[src/rtl/wbdispatch_pkg.sv]
// Shared types and constants for the Wishbone device dispatcher.
package wbdispatch_pkg;

   typedef enum logic [1:0] {
      IDLE = 2'd0,
      WAIT = 2'd1,
      RESP = 2'd2
   } state_t;

   // Read data returned for addresses that decode to no device slot.
   localparam int unsigned UNMAPPED_RDATA = 0;

endpackage

[src/rtl/wbdispatch.sv]
// Registered Wishbone dispatcher: one requester fanned out to NUM_DEV device slots,
// with a per-transaction timeout watchdog and abort on requester cyc drop.
module wbdispatch
   import wbdispatch_pkg::*;
#(
   parameter int unsigned NUM_DEV    = 4,
   parameter int unsigned ADDR_WIDTH = 16,
   parameter int unsigned DATA_WIDTH = 8,
   parameter int unsigned SEL_BITS   = 8,
   parameter int unsigned TIMEOUT    = 255
) (
   input  logic                           clk,
   input  logic                           rst,
   input  logic                           wb_stb_i,
   input  logic                           wb_cyc_i,
   input  logic                           wb_we_i,
   input  logic [ADDR_WIDTH-1:0]          wb_adr_i,
   input  logic [DATA_WIDTH-1:0]          wb_dat_i,
   output logic [DATA_WIDTH-1:0]          wb_dat_o,
   output logic                           wb_ack_o,
   output logic [NUM_DEV-1:0]             dev_wb_stb_o,
   output logic [NUM_DEV-1:0]             dev_wb_cyc_o,
   output logic                           dev_wb_we_o,
   output logic [ADDR_WIDTH-1:0]          dev_wb_adr_o,
   output logic [DATA_WIDTH-1:0]          dev_wb_dat_o,
   input  logic [NUM_DEV*DATA_WIDTH-1:0]  dev_wb_dat_i,
   input  logic [NUM_DEV-1:0]             dev_wb_ack_i,
   output logic [7:0]                     timeout_cnt
);

   localparam int unsigned CNT_W = $clog2(TIMEOUT) + 1;

   state_t                 state_q, state_d;
   logic [CNT_W-1:0]       cnt_q, cnt_d;
   logic [NUM_DEV-1:0]     stb_q, stb_d;
   logic                   ack_q, ack_d;
   logic [DATA_WIDTH-1:0]  rdat_q, rdat_d;
   logic                   we_q, we_d;
   logic [ADDR_WIDTH-1:0]  adr_q, adr_d;
   logic [DATA_WIDTH-1:0]  wdat_q, wdat_d;
   logic [7:0]             tcnt_q, tcnt_d;

   logic [SEL_BITS-1:0]    sel;
   logic                   sel_ack;
   logic [DATA_WIDTH-1:0]  sel_dat;

   always_ff @(posedge clk or posedge rst) begin
      if (rst) begin
         state_q <= IDLE;
         cnt_q   <= '0;
         stb_q   <= '0;
         ack_q   <= 1'b0;
         rdat_q  <= '0;
         we_q    <= 1'b0;
         adr_q   <= '0;
         wdat_q  <= '0;
         tcnt_q  <= '0;
      end else begin
         state_q <= state_d;
         cnt_q   <= cnt_d;
         stb_q   <= stb_d;
         ack_q   <= ack_d;
         rdat_q  <= rdat_d;
         we_q    <= we_d;
         adr_q   <= adr_d;
         wdat_q  <= wdat_d;
         tcnt_q  <= tcnt_d;
      end
   end

   // The one-hot strobe register doubles as the latched slot index,
   // so acks and read data are qualified by it instead of a decoded index.
   always_comb begin
      sel     = wb_adr_i[ADDR_WIDTH-1 -: SEL_BITS];
      sel_ack = |(dev_wb_ack_i & stb_q);
      sel_dat = '0;
      for (int unsigned k = 0; k < NUM_DEV; k++) begin
         if (stb_q[k]) sel_dat = dev_wb_dat_i[k*DATA_WIDTH +: DATA_WIDTH];
      end
   end

   always_comb begin
      state_d = state_q;
      cnt_d   = cnt_q;
      stb_d   = stb_q;
      ack_d   = 1'b0;
      rdat_d  = rdat_q;
      we_d    = we_q;
      adr_d   = adr_q;
      wdat_d  = wdat_q;
      tcnt_d  = tcnt_q;

      case (state_q)
         IDLE: begin
            if (wb_cyc_i && wb_stb_i) begin
               adr_d  = wb_adr_i;
               wdat_d = wb_dat_i;
               we_d   = wb_we_i;
               if (32'(sel) >= NUM_DEV) begin
                  rdat_d  = DATA_WIDTH'(UNMAPPED_RDATA);
                  ack_d   = 1'b1;
                  state_d = RESP;
               end else begin
                  for (int unsigned k = 0; k < NUM_DEV; k++) begin
                     stb_d[k] = (32'(sel) == k);
                  end
                  cnt_d   = '0;
                  state_d = WAIT;
               end
            end
         end

         WAIT: begin
            if (!wb_cyc_i) begin
               stb_d   = '0;
               state_d = IDLE;
            end else if (sel_ack) begin
               rdat_d  = sel_dat;
               stb_d   = '0;
               ack_d   = 1'b1;
               state_d = RESP;
            end else if (cnt_q == CNT_W'(TIMEOUT - 1)) begin
               rdat_d  = '1;
               stb_d   = '0;
               ack_d   = 1'b1;
               if (tcnt_q != 8'hFF) tcnt_d = tcnt_q + 8'd1;
               state_d = RESP;
            end else begin
               cnt_d = cnt_q + 1'b1;
            end
         end

         RESP: begin
            state_d = IDLE;
         end

         default: begin
            stb_d   = '0;
            state_d = IDLE;
         end
      endcase
   end

   assign wb_dat_o     = rdat_q;
   assign wb_ack_o     = ack_q;
   assign dev_wb_stb_o = stb_q;
   assign dev_wb_cyc_o = stb_q;
   assign dev_wb_we_o  = we_q;
   assign dev_wb_adr_o = adr_q;
   assign dev_wb_dat_o = wdat_q;
   assign timeout_cnt  = tcnt_q;

endmodule

[config.mk]
export PLATFORM = sky130hd
export DESIGN_NAME = wbdispatch
export DESIGN_NICKNAME = d
export VERILOG_FILES = /design/src/rtl/wbdispatch_pkg.sv /design/src/rtl/wbdispatch.sv
export SDC_FILE = /design/constraint.sdc
export NUM_CORES = 1
export LEC_CHECK = 0
export BUFFER_PORTS_ARGS = -buffer_cell sky130_fd_sc_hd__buf_2
export CELL_PAD_IN_SITES_DETAIL_PLACEMENT = 0
export CELL_PAD_IN_SITES_GLOBAL_PLACEMENT = 1
export CORE_ASPECT_RATIO = 0.7
export CORE_MARGIN = 2
export CORE_UTILIZATION = 33
export DETAILED_ROUTE_END_ITERATION = 16
export PLACE_DENSITY = 0.84
export SETUP_SLACK_MARGIN = 0.3
export SLEW_MARGIN = 5
export SYNTH_ARGS = -nofsm -noshare
export SYNTH_HDL_FRONTEND = slang
export SYNTH_SLANG_ARGS = --single-unit
[constraint.sdc]
create_clock -name clk -period 1.8 [get_ports clk]
set_input_delay 0.18 -clock clk [delete_from_list [all_inputs] [get_ports clk]]
set_output_delay 0.18 -clock clk [all_outputs]
set_load 0.03 [all_outputs]
==> qor.txt, run 1 <==
Num ports - 115
Htree depth - 3
Remaining antenna violation count - 0
CP arrival - 2.06 ns
Syn nets - 319
Slew headroom - 64.1%
Fillers - 668
Post-synth EDFFs - 0
Flops & latches, synth - 57
Root Driver - clkbuf_16
Antenna Cells - 0
Clock Skews - 0.00720 ns
WP data required - 2.01 ns
Final Cycle Share - 103%
Status - complete, but fails checks
RSZ-0062 raised after global routing - yes
Input/output buffers - 114
CP Launch Type - flop
Final setup violation count - 3
DR vias - 2,658
Final wirelength - 8520 um
Syn-to-layout area delta - 70.0%
Die X - 115 um
Wire per inst - 16.3 um
Clk pwr share - 40.0%
Clock latency on the worst-skew pair - 0.33 ns
Hold_ws - 0.0791 ns
Critical-path cell list - a22o_1, a221o_1, nor4_4, buf_6, mux2_4
Final Instance Count excl. Fillers - 524
CTS tree - done
Ys Warns - 0
Final hold viol count - 0
Vias in the first global route - 2,577
Failing checks - negative setup slack
Dpl cell area - 3790 um^2
Sequential share of power - 34.6%
Met2 Use GR - 31.4%
Cell family with most CP delay - compound AO/OA/AOI/OAI gates
Peak VDD IR - 0.529 mV
Grt total ovfl - 0
Post-route setup slack - -0.0478 ns
Max incr delay on CP - 0.41 ns
Hpwl dp - 5730 um
Achievable Freq - 0.541 GHz
Leak - 2.32 nW
Hold Crit Class - in2reg
Slew @ Worst Pin - 0.537 ns
Aggregate global-route resource usage - 17.9%
P_int - 0.00299 W
CP bufs+invs - 1
Logic pwr share - 25.4%
Register area share after synthesis - 50.5%
Sw Share - 29.5%
Net Sw Power - 0.00125 W
Longest Clk Path Bufs - 2
Setup CP Type - reg2reg
CP Capture Type - flop
Clk slew on worst S/H paths - 0.05 ns
Slew Viols, Final - 0
Asr flop ratio synth - 100%
GP Congestion - 0.894
Synth Flop Type - dfrtp_1
Slowest CP cell - dfrtp_2
Synth unique cells - 41
Die H - 81.4 um
Num rows - 28
Tmin final - 1.85 ns
Met3 usage - 4.58%
Cts bufs inserted - 9
Highest fanout seen on the critical path - 7
Placeable Area - 8370 um^2
Commonest cells post-synth - 57 x dfrtp_1, 29 x mux2_2, 17 x o21ai_0
Fin nets - 482
Gate Count Post-Synth - 251
Count leader, synth - dfrtp_1
Drc violations - 0
Largest net degree at the start of global routing - 25
Share of cells above drive strength 1 - 66.3%
Yosys top cell area share - 50.5%
Die ar. - 9330 um^2
DRT Pass-1 Iters - 6
Synth Cell Area - 2830 um^2
Via density - 5.07
Finished Cell Area - 4800 um^2
Initial antenna violation count - 0
First-pass GRT wire length - 12,800 um
Power per cell area - 884 nW/um^2
Initial DRC Count - 102
DP Cell Count - 483
Grt met1 use - 22.1%
Syn Area/Cell - 11.3 um^2
TritonCTS Sinks - 57
Yosys top cell by area - dfrtp_1
Starting Density - 33.7%
Synth area leaders - dfrtp_1 50%, mux2_2 12%, a221o_1 3.2%, o21ai_0 3.0%, a221oi_1 2.5%
Max Cap Viol - 0
Setup_tns - -0.0665 ns
Gr busiest metal - met2
[stage by stage]
stage	worst slack (ns)	utilization (%)	total power [W]
3_5_place_dp	-0.0488	45.3	0.00233
4_1_cts	-0.00751	53.8	0.00414
5_1_grt	-0.0997	57.4	0.00441
2_1_floorplan	-0.00413	-	0.00204
3_3_place_gp	-0.00635	45.3	0.00230
6_report	-0.0478	57.4	0.00425
[placed cells by master (no fill, tap or decap), types with 2 or more instances in the layout]
| master | count |
|---|---|
| buf_2 | 114 |
| xnor2_1 | 3 |
| clkinvlp_4 | 3 |
| o21ai_1 | 13 |
| nor2b_1 | 5 |
| nand2b_1 | 3 |
| a21oi_4 | 2 |
| a31oi_1 | 4 |
| or4_4 | 2 |
| clkbuf_16 | 10 |
| and3_1 | 4 |
| buf_8 | 2 |
| a221o_1 | 9 |
| o211ai_1 | 2 |
| and3_4 | 2 |
| ha_2 | 2 |
| nand3_1 | 2 |
| buf_12 | 6 |
| a21oi_1 | 9 |
| nand3_4 | 5 |
| nand4_1 | 8 |
| nor3b_1 | 3 |
| xnor2_2 | 2 |
| buf_6 | 15 |
| a31oi_4 | 3 |
| nor4_4 | 2 |
| dfrtp_1 | 46 |
| dfrtp_2 | 11 |
| and4_1 | 2 |
| nand3_2 | 7 |
| a221oi_2 | 8 |
| clkinv_2 | 2 |
| mux2_4 | 29 |
| inv_1 | 11 |
| nand2_1 | 6 |
| mux2i_1 | 2 |
| o21ai_2 | 4 |
| buf_4 | 31 |
[routing by layer]
| layer | wire length [um] | vias up |
|---|---|---|
| met5 | 0 | - |
| met1 | 3850 | 1301 |
| met3 | 433 | 11 |
| met4 | 126 | 0 |
| li1 | - | 1266 |
| met2 | 4100 | 80 |
[cells by family after synthesis]
family	share of synthesized area, %
AO/OA/AOI/OAI	15.1
flip-flops	50.5
XOR/XNOR	1.86
buffers and inverters	5.00
adder cells (fa/ha/maj)	1.33
AND/OR/NAND/NOR	14.0
multiplexers	12.3
[layout make-up]
cell class	instances	area (um^2)	share of cell area (%)
clock inverter	5	55.1	1.15
multi-input combinational	163	1700	35.4
tap	105	131	2.74
clock buffer	11	243	5.05
timing repair buffer	171	1180	24.7
sequential	57	1440	30.0
inverter	12	48.8	1.02
[sequential cells by signal (all words and copies together), names as in the netlist]
signal        cells
cnt_q             9
wb_dat_o          8
dev_wb_adr_o     16
state_q           2
dev_wb_dat_o      8
timeout_cnt       8
dev_wb_cyc_o      4
wb_ack_o          1
dev_wb_we_o       1
[worst reg2reg max path: stages, from the launching register on]
cell and delay [ns]:
dfrtp_2 0.41, a22o_1 0.25, a221o_1 0.32, nor4_4 0.28, buf_6 0.17, mux2_4 0.30
[path summary, 6_finish.rpt]
check / slack [ns] / end / from / cells after the start
max: -0.05 / timeout_cnt[1] / dev_wb_cyc_o[0] / 5
min: 0.08 / dev_wb_adr_o[0] / wb_adr_i[0] / 2
max reg2reg: -0.05 / timeout_cnt[1] / dev_wb_cyc_o[0] / 5
min reg2reg: 0.48 / cnt_q[8] / cnt_q[8] / 1
max in group asynchronous: 0.71 / timeout_cnt[0] / rst / 4
min in group asynchronous: 0.44 / dev_wb_dat_o[5] / rst / 3
[power groups by stage]
stage,clock network [W],registers (W),logic [W]
5_1_grt,0.00178,0.00149,0.00115
4_1_cts,0.00172,0.00146,0.000961
2_1_floorplan,0,0.00171,0.000331
6_report,0.00170,0.00147,0.00108
3_5_place_dp,0,0.00148,0.000843
3_3_place_gp,0,0.00148,0.000826
[repair_timing]
action | 4_1_cts | 5_1_grt
setup endpoints to repair | 57 | 57
gates cloned | 2 | 1
hold buffers | 1 | 0
gates resized for setup | 55 | 57
pin swaps | 25 | 21
hold endpoints to repair | 22 | 0
buffers inserted | 15 | 6
Power figures use the tool's default switching activity.
==> run 2, diff against run 1 <==
Settings changed: CORE_UTILIZATION 33 to 30, PLACE_DENSITY 0.84 to 0.78.
==> run 2 against run 1 <==
The run still ends with negative setup slack left. Clock-buffer cell count shrank 2. Clock skew shrank 0.0015 ns. Largest power group unchanged. Combinational power down 9%. Fmax up 1.4%. Critical path depth unchanged. Critical endpoint unchanged. Highest routed layer unchanged. Via count fell by 3.9%. Sequential share of layout area increased by 2.1 points.
==> qor.txt, run 2 (synthesis results as in run 1) <==
Starting Density - 31.0%
Die ar. - 10,200 um^2
Hold Crit Class - in2reg
Endpoint, Worst Hold - dev_wb_dat_o[2]
Achievable Freq - 0.549 GHz
Setup CP Type - reg2reg
R2R cell count - 5
Clock latency on the worst-skew pair - 0.32 ns
Cts bufs inserted - 9
Num ports - 115
Die H - 85.2 um
Commonest non-fill, non-tap cell in the layout - buf_2
Remaining antenna violation count - 0
Final wirelength - 8000 um
Post-route setup slack - -0.0218 ns
CP Capture Type - flop
Final hold viol count - 0
Grt total ovfl - 0
Final setup violation count - 2
Share of cells above drive strength 1 - 60.0%
Initial antenna violation count - 0
Failing checks - negative setup slack
Leading cell types in the layout, fill and taps excluded - 114 x buf_2, 47 x dfrtp_1, 32 x buf_4
Slew headroom - 68.4%
Dpl cell area - 3800 um^2
Longest Clk Path Bufs - 2
Slew Viols, Final - 0
RSZ-0062 raised after global routing - yes
DR vias - 2,555
Largest net degree at the start of global routing - 32
Max Cap Viol - 0
Drc violations - 0
Placeable Area - 9110 um^2
Internal reg-to-reg setup slack - -0.02 ns
Status - complete, but fails checks
Syn-to-layout area delta - 58.7%
Input/output buffers - 114
Num rows - 29
Wire length on met2 - 3550 um
WP data required - 2.01 ns
Htree depth - 3
Worst r2r src - dev_wb_cyc_o[0]
Top sig layer - met4
Hpwl dp - 5680 um
Routed length on met3 - 744 um
Root Driver - clkbuf_16
Hold depth - 2
Max reg flops - 16
Peak VDD IR - 0.770 mV
Fillers - 835
Clk slew on worst S/H paths - 0.05 ns
Wire per inst - 15.0 um
CP Launch Type - flop
Final core occ - 49.2%
Initial DRC Count - 67
TritonCTS Sinks - 57
Tmin final - 1.82 ns
Final Power - 0.00412 W
Fin nets - 471
First-pass GRT wire length - 13,300 um
Highest fanout seen on the critical path - 7
DRT Pass-1 Iters - 4
CP arrival - 2.03 ns
Slew @ Worst Pin - 0.472 ns
DRT met1 WL - 3590 um
Die X - 120 um
Worst R2R End - timeout_cnt[1]
Antenna Cells - 0
Clock Skews - 0.00569 ns
Vias in the first global route - 2,694
Via density - 4.80
CTS tree - done
Final Cycle Share - 101%
Finished Cell Area - 4480 um^2
Power per cell area - 919 nW/um^2
GP Congestion - 0.773
Aggregate global-route resource usage - 16.5%
Leak - 2.17 nW
HP Start - wb_dat_i[2]
[run 2: cell count changes in the layout (fill, tap and decap cells not counted), sizes merged]
cell      previous run  this run
clkinvlp             3         2
inv                 11        12
clkinv               2         4
clkbuf              12        10
buf                169       158
[run 2: cell type report]
cell class / count / area (um^2) / share of cell area (%)
Multi-Input combinational cell: 163 / 1480 / 33.1
Sequential cell: 57 / 1440 / 32.1
Timing Repair Buffer: 160 / 1060 / 23.7
Clock buffer: 9 / 225 / 5.02
Tap cell: 124 / 155 / 3.46
Clock inverter: 7 / 70.1 / 1.56
Inverter: 12 / 48.8 / 1.09
[run 2: worst max path at each step]
stage,startpoint,endpoint,slack (ns),cells after the start
floorplan,timeout_cnt[5],timeout_cnt[1],-0.004,4
global placement,wb_adr_i[12],cnt_q[1],-0.01,7
detailed placement,wb_adr_i[12],cnt_q[1],-0.05,7
CTS,cnt_q[0],timeout_cnt[1],-0.004,7
global route,dev_wb_cyc_o[0],timeout_cnt[1],-0.09,5
finish,dev_wb_cyc_o[0],timeout_cnt[1],-0.02,5
[run 2: critical path, cell delays in order, from the launching register on]
cell and delay [ns]:
dfrtp_2 0.40, a22o_1 0.25, a221o_1 0.33, nor4_4 0.28
buf_6 0.16, mux2_4 0.29
[run 2: report_power, final]
part	switching [W]	internal [W]
Clock	0.000598	0.00107
Sequential	0.0000678	0.00140
Combinational	0.000556	0.000428
[run 2: repair_timing]
item | in CTS | in global routing
resized for setup | 38 | 8
hold buffers | 1 | 0
hold endpoints to repair | 57 | 0
buffers inserted | 10 | 6
pin swaps | 10 | 7
setup endpoints to repair | 57 | 45
cloned | 2 | 1
[run 2: stage by stage]
stage | TNS [ns] | hold WS, ns | setup slack [ns] | std cells
final | -0.0245 | 0.0836 | -0.0218 | 532
after global routing | -0.564 | 0.0783 | -0.0873 | 532
after CTS | -0.00391 | 0.0743 | -0.00391 | 525
after detailed placement | -0.157 | 0.296 | -0.0539 | 496
after global placement | -0.0215 | 0.289 | -0.0108 | 496
after floorplan | -0.00413 | 0.266 | -0.00413 | 251
[run 2: metal layers]
layer  GRT usage (%)  vias to the layer above
met4            3.85                        0
met2            26.0                       98
met3            7.53                       10
met5               0                        -
met1            20.8                     1202
li1                -                     1245
==> run 3, diff against run 2 <==
Settings changed: CTS_BUF_LIST from default to sky130_fd_sc_hd__clkbuf_8.
==> run 3 against run 2 <==
The flow still finishes with violations (negative setup slack). First-iteration DRC count fell by 3.0%. Via count rose by 0.43%. Cell area fell by 1.2%. Clock power fell by 29%. Clock skew rose by 0.00080 ns. Critical path depth did not move. Register-to-register slack barely moved. Non-clock buffer count fell by 1.
==> qor.txt, run 3 (synthesis results as in run 1) <==
Final hold viol count - 0
Tmin final - 1.82 ns
Grt total ovfl - 0
Gr busiest metal - met2
Max incr delay on CP - 0.40 ns
Setup_tns - -0.0573 ns
Final Cycle Share - 101%
Achievable Freq - 0.549 GHz
Clock Skews - 0.00649 ns
Dpl cell area - 3800 um^2
DRT Pass-1 Iters - 4
CTS tree - done
Starting Density - 31.0%
Share of cells above drive strength 1 - 62.2%
Internal reg-to-reg setup slack - -0.02 ns
Via density - 4.83
Power per cell area - 818 nW/um^2
Hold Crit Class - in2reg
Critical-path cell list - a22o_1, a221o_1, nor4_4, buf_6, mux2_4
Hold_ws - 0.0666 ns
Initial antenna violation count - 0
Final setup violation count - 4
CP Capture Type - flop
Die X - 120 um
Longest Clk Path Bufs - 2
RSZ-0062 raised after global routing - yes
Finished Cell Area - 4430 um^2
Leading cell types in the layout, fill and taps excluded - 114 x buf_2, 47 x dfrtp_1, 31 x buf_4
Slew headroom - 68.0%
Slew Viols, Final - 0
Vias in the first global route - 2,668
Slowest CP cell - dfrtp_2
Leak - 2.12 nW
Wire per inst - 15.3 um
DR vias - 2,566
Highest fanout seen on the critical path - 7
Failing checks - negative setup slack
Post-route setup slack - -0.0217 ns
R2R cell count - 5
Final wirelength - 8120 um
Initial DRC Count - 65
Antenna Cells - 0
Aggregate global-route resource usage - 16.5%
Remaining antenna violation count - 0
Largest net degree at the start of global routing - 32
Input/output buffers - 114
Max Cap Viol - 0
Syn-to-layout area delta - 56.8%
Grt met1 use - 20.6%
Hold depth - 2
Clk slew on worst S/H paths - 0.07 ns
CP Launch Type - flop
Placeable Area - 9110 um^2
Met3 usage - 7.53%
Max reg flops - 16
Drc violations - 0
Clock latency on the worst-skew pair - 0.34 ns
WP data required - 2.02 ns
Setup CP Type - reg2reg
TritonCTS Sinks - 57
Fin nets - 470
Slew @ Worst Pin - 0.478 ns
Num rows - 29
Cts bufs inserted - 9
Hpwl dp - 5680 um
GP Congestion - 0.773
First-pass GRT wire length - 13,200 um
Status - complete, but fails checks
Htree depth - 3
Peak VDD IR - 0.661 mV
Commonest non-fill, non-tap cell in the layout - buf_2
CP arrival - 2.05 ns
Die ar. - 10,200 um^2
Root Driver - clkbuf_8
Die H - 85.2 um
Num ports - 115
Final core occ - 48.6%
Met2 Use GR - 25.9%
-- run 3: cell types whose count changed in the layout (fill, tap and decap cells not counted), moves of 5 or more --
cell       change
clkbuf_16     -10
clkbuf_8       +9
nand3_1        -5
nand3_2        +5
-- run 3: worst max-delay path: cells and delay by family (launching register included) --
kind,cells,cell delay [ns]
buffers and inverters,1,0.16
flip-flops,1,0.40
multiplexers,1,0.29
AO/OA/AOI/OAI,2,0.57
AND/OR/NAND/NOR,1,0.28
-- run 3: stage by stage --
stage          power [W]  cells  setup slack (ns)
2_1_floorplan    0.00204    251          -0.00413
3_3_place_gp     0.00231    496           -0.0108
3_5_place_dp     0.00232    496           -0.0539
4_1_cts          0.00363    526          -0.00383
5_1_grt          0.00382    531           -0.0953
6_report         0.00363    531           -0.0217
-- run 3: layout make-up --
type                            instances  area [um^2]
Sequential cell                        57         1440
Tap cell                              124          155
Inverter                               12         48.8
Timing Repair Buffer                  159         1040
Clock buffer                            9          124
Clock inverter                          7         70.1
Multi-Input combinational cell        163         1550
Fill cell                             840         4680
-- run 3: per-layer routing --
layer | share of wire [%] | wire length (um) | vias to the layer above
li1 | - | - | 1241
met1 | 44 | 3600 | 1207
met2 | 45 | 3640 | 107
met3 | 9.5 | 773 | 11
met4 | 1.3 | 105 | 0
met5 | 0 | 0 | -
-- run 3: what timing repair did --
item,in CTS,in global routing
pin swaps,12,13
hold buffers,1,0
endpoints found under the setup margin,57,45
setup buffers,11,5
hold endpoints to repair,57,0
resized for setup,38,23
gates cloned,2,0
-- run 3: power breakdown --
group          total (W)  switching [W]  internal (W)
clock network    0.00118       0.000545      0.000638
registers        0.00147      0.0000684       0.00140
logic           0.000974       0.000561      0.000414
-- run 3: final timing paths --
check,end,from
max,timeout_cnt[1],dev_wb_cyc_o[0]
min,dev_wb_dat_o[2],wb_dat_i[2]
max reg2reg,timeout_cnt[1],dev_wb_cyc_o[0]
min reg2reg,timeout_cnt[5],timeout_cnt[5]
max in group asynchronous,cnt_q[2],rst
min in group asynchronous,dev_wb_cyc_o[1],rst
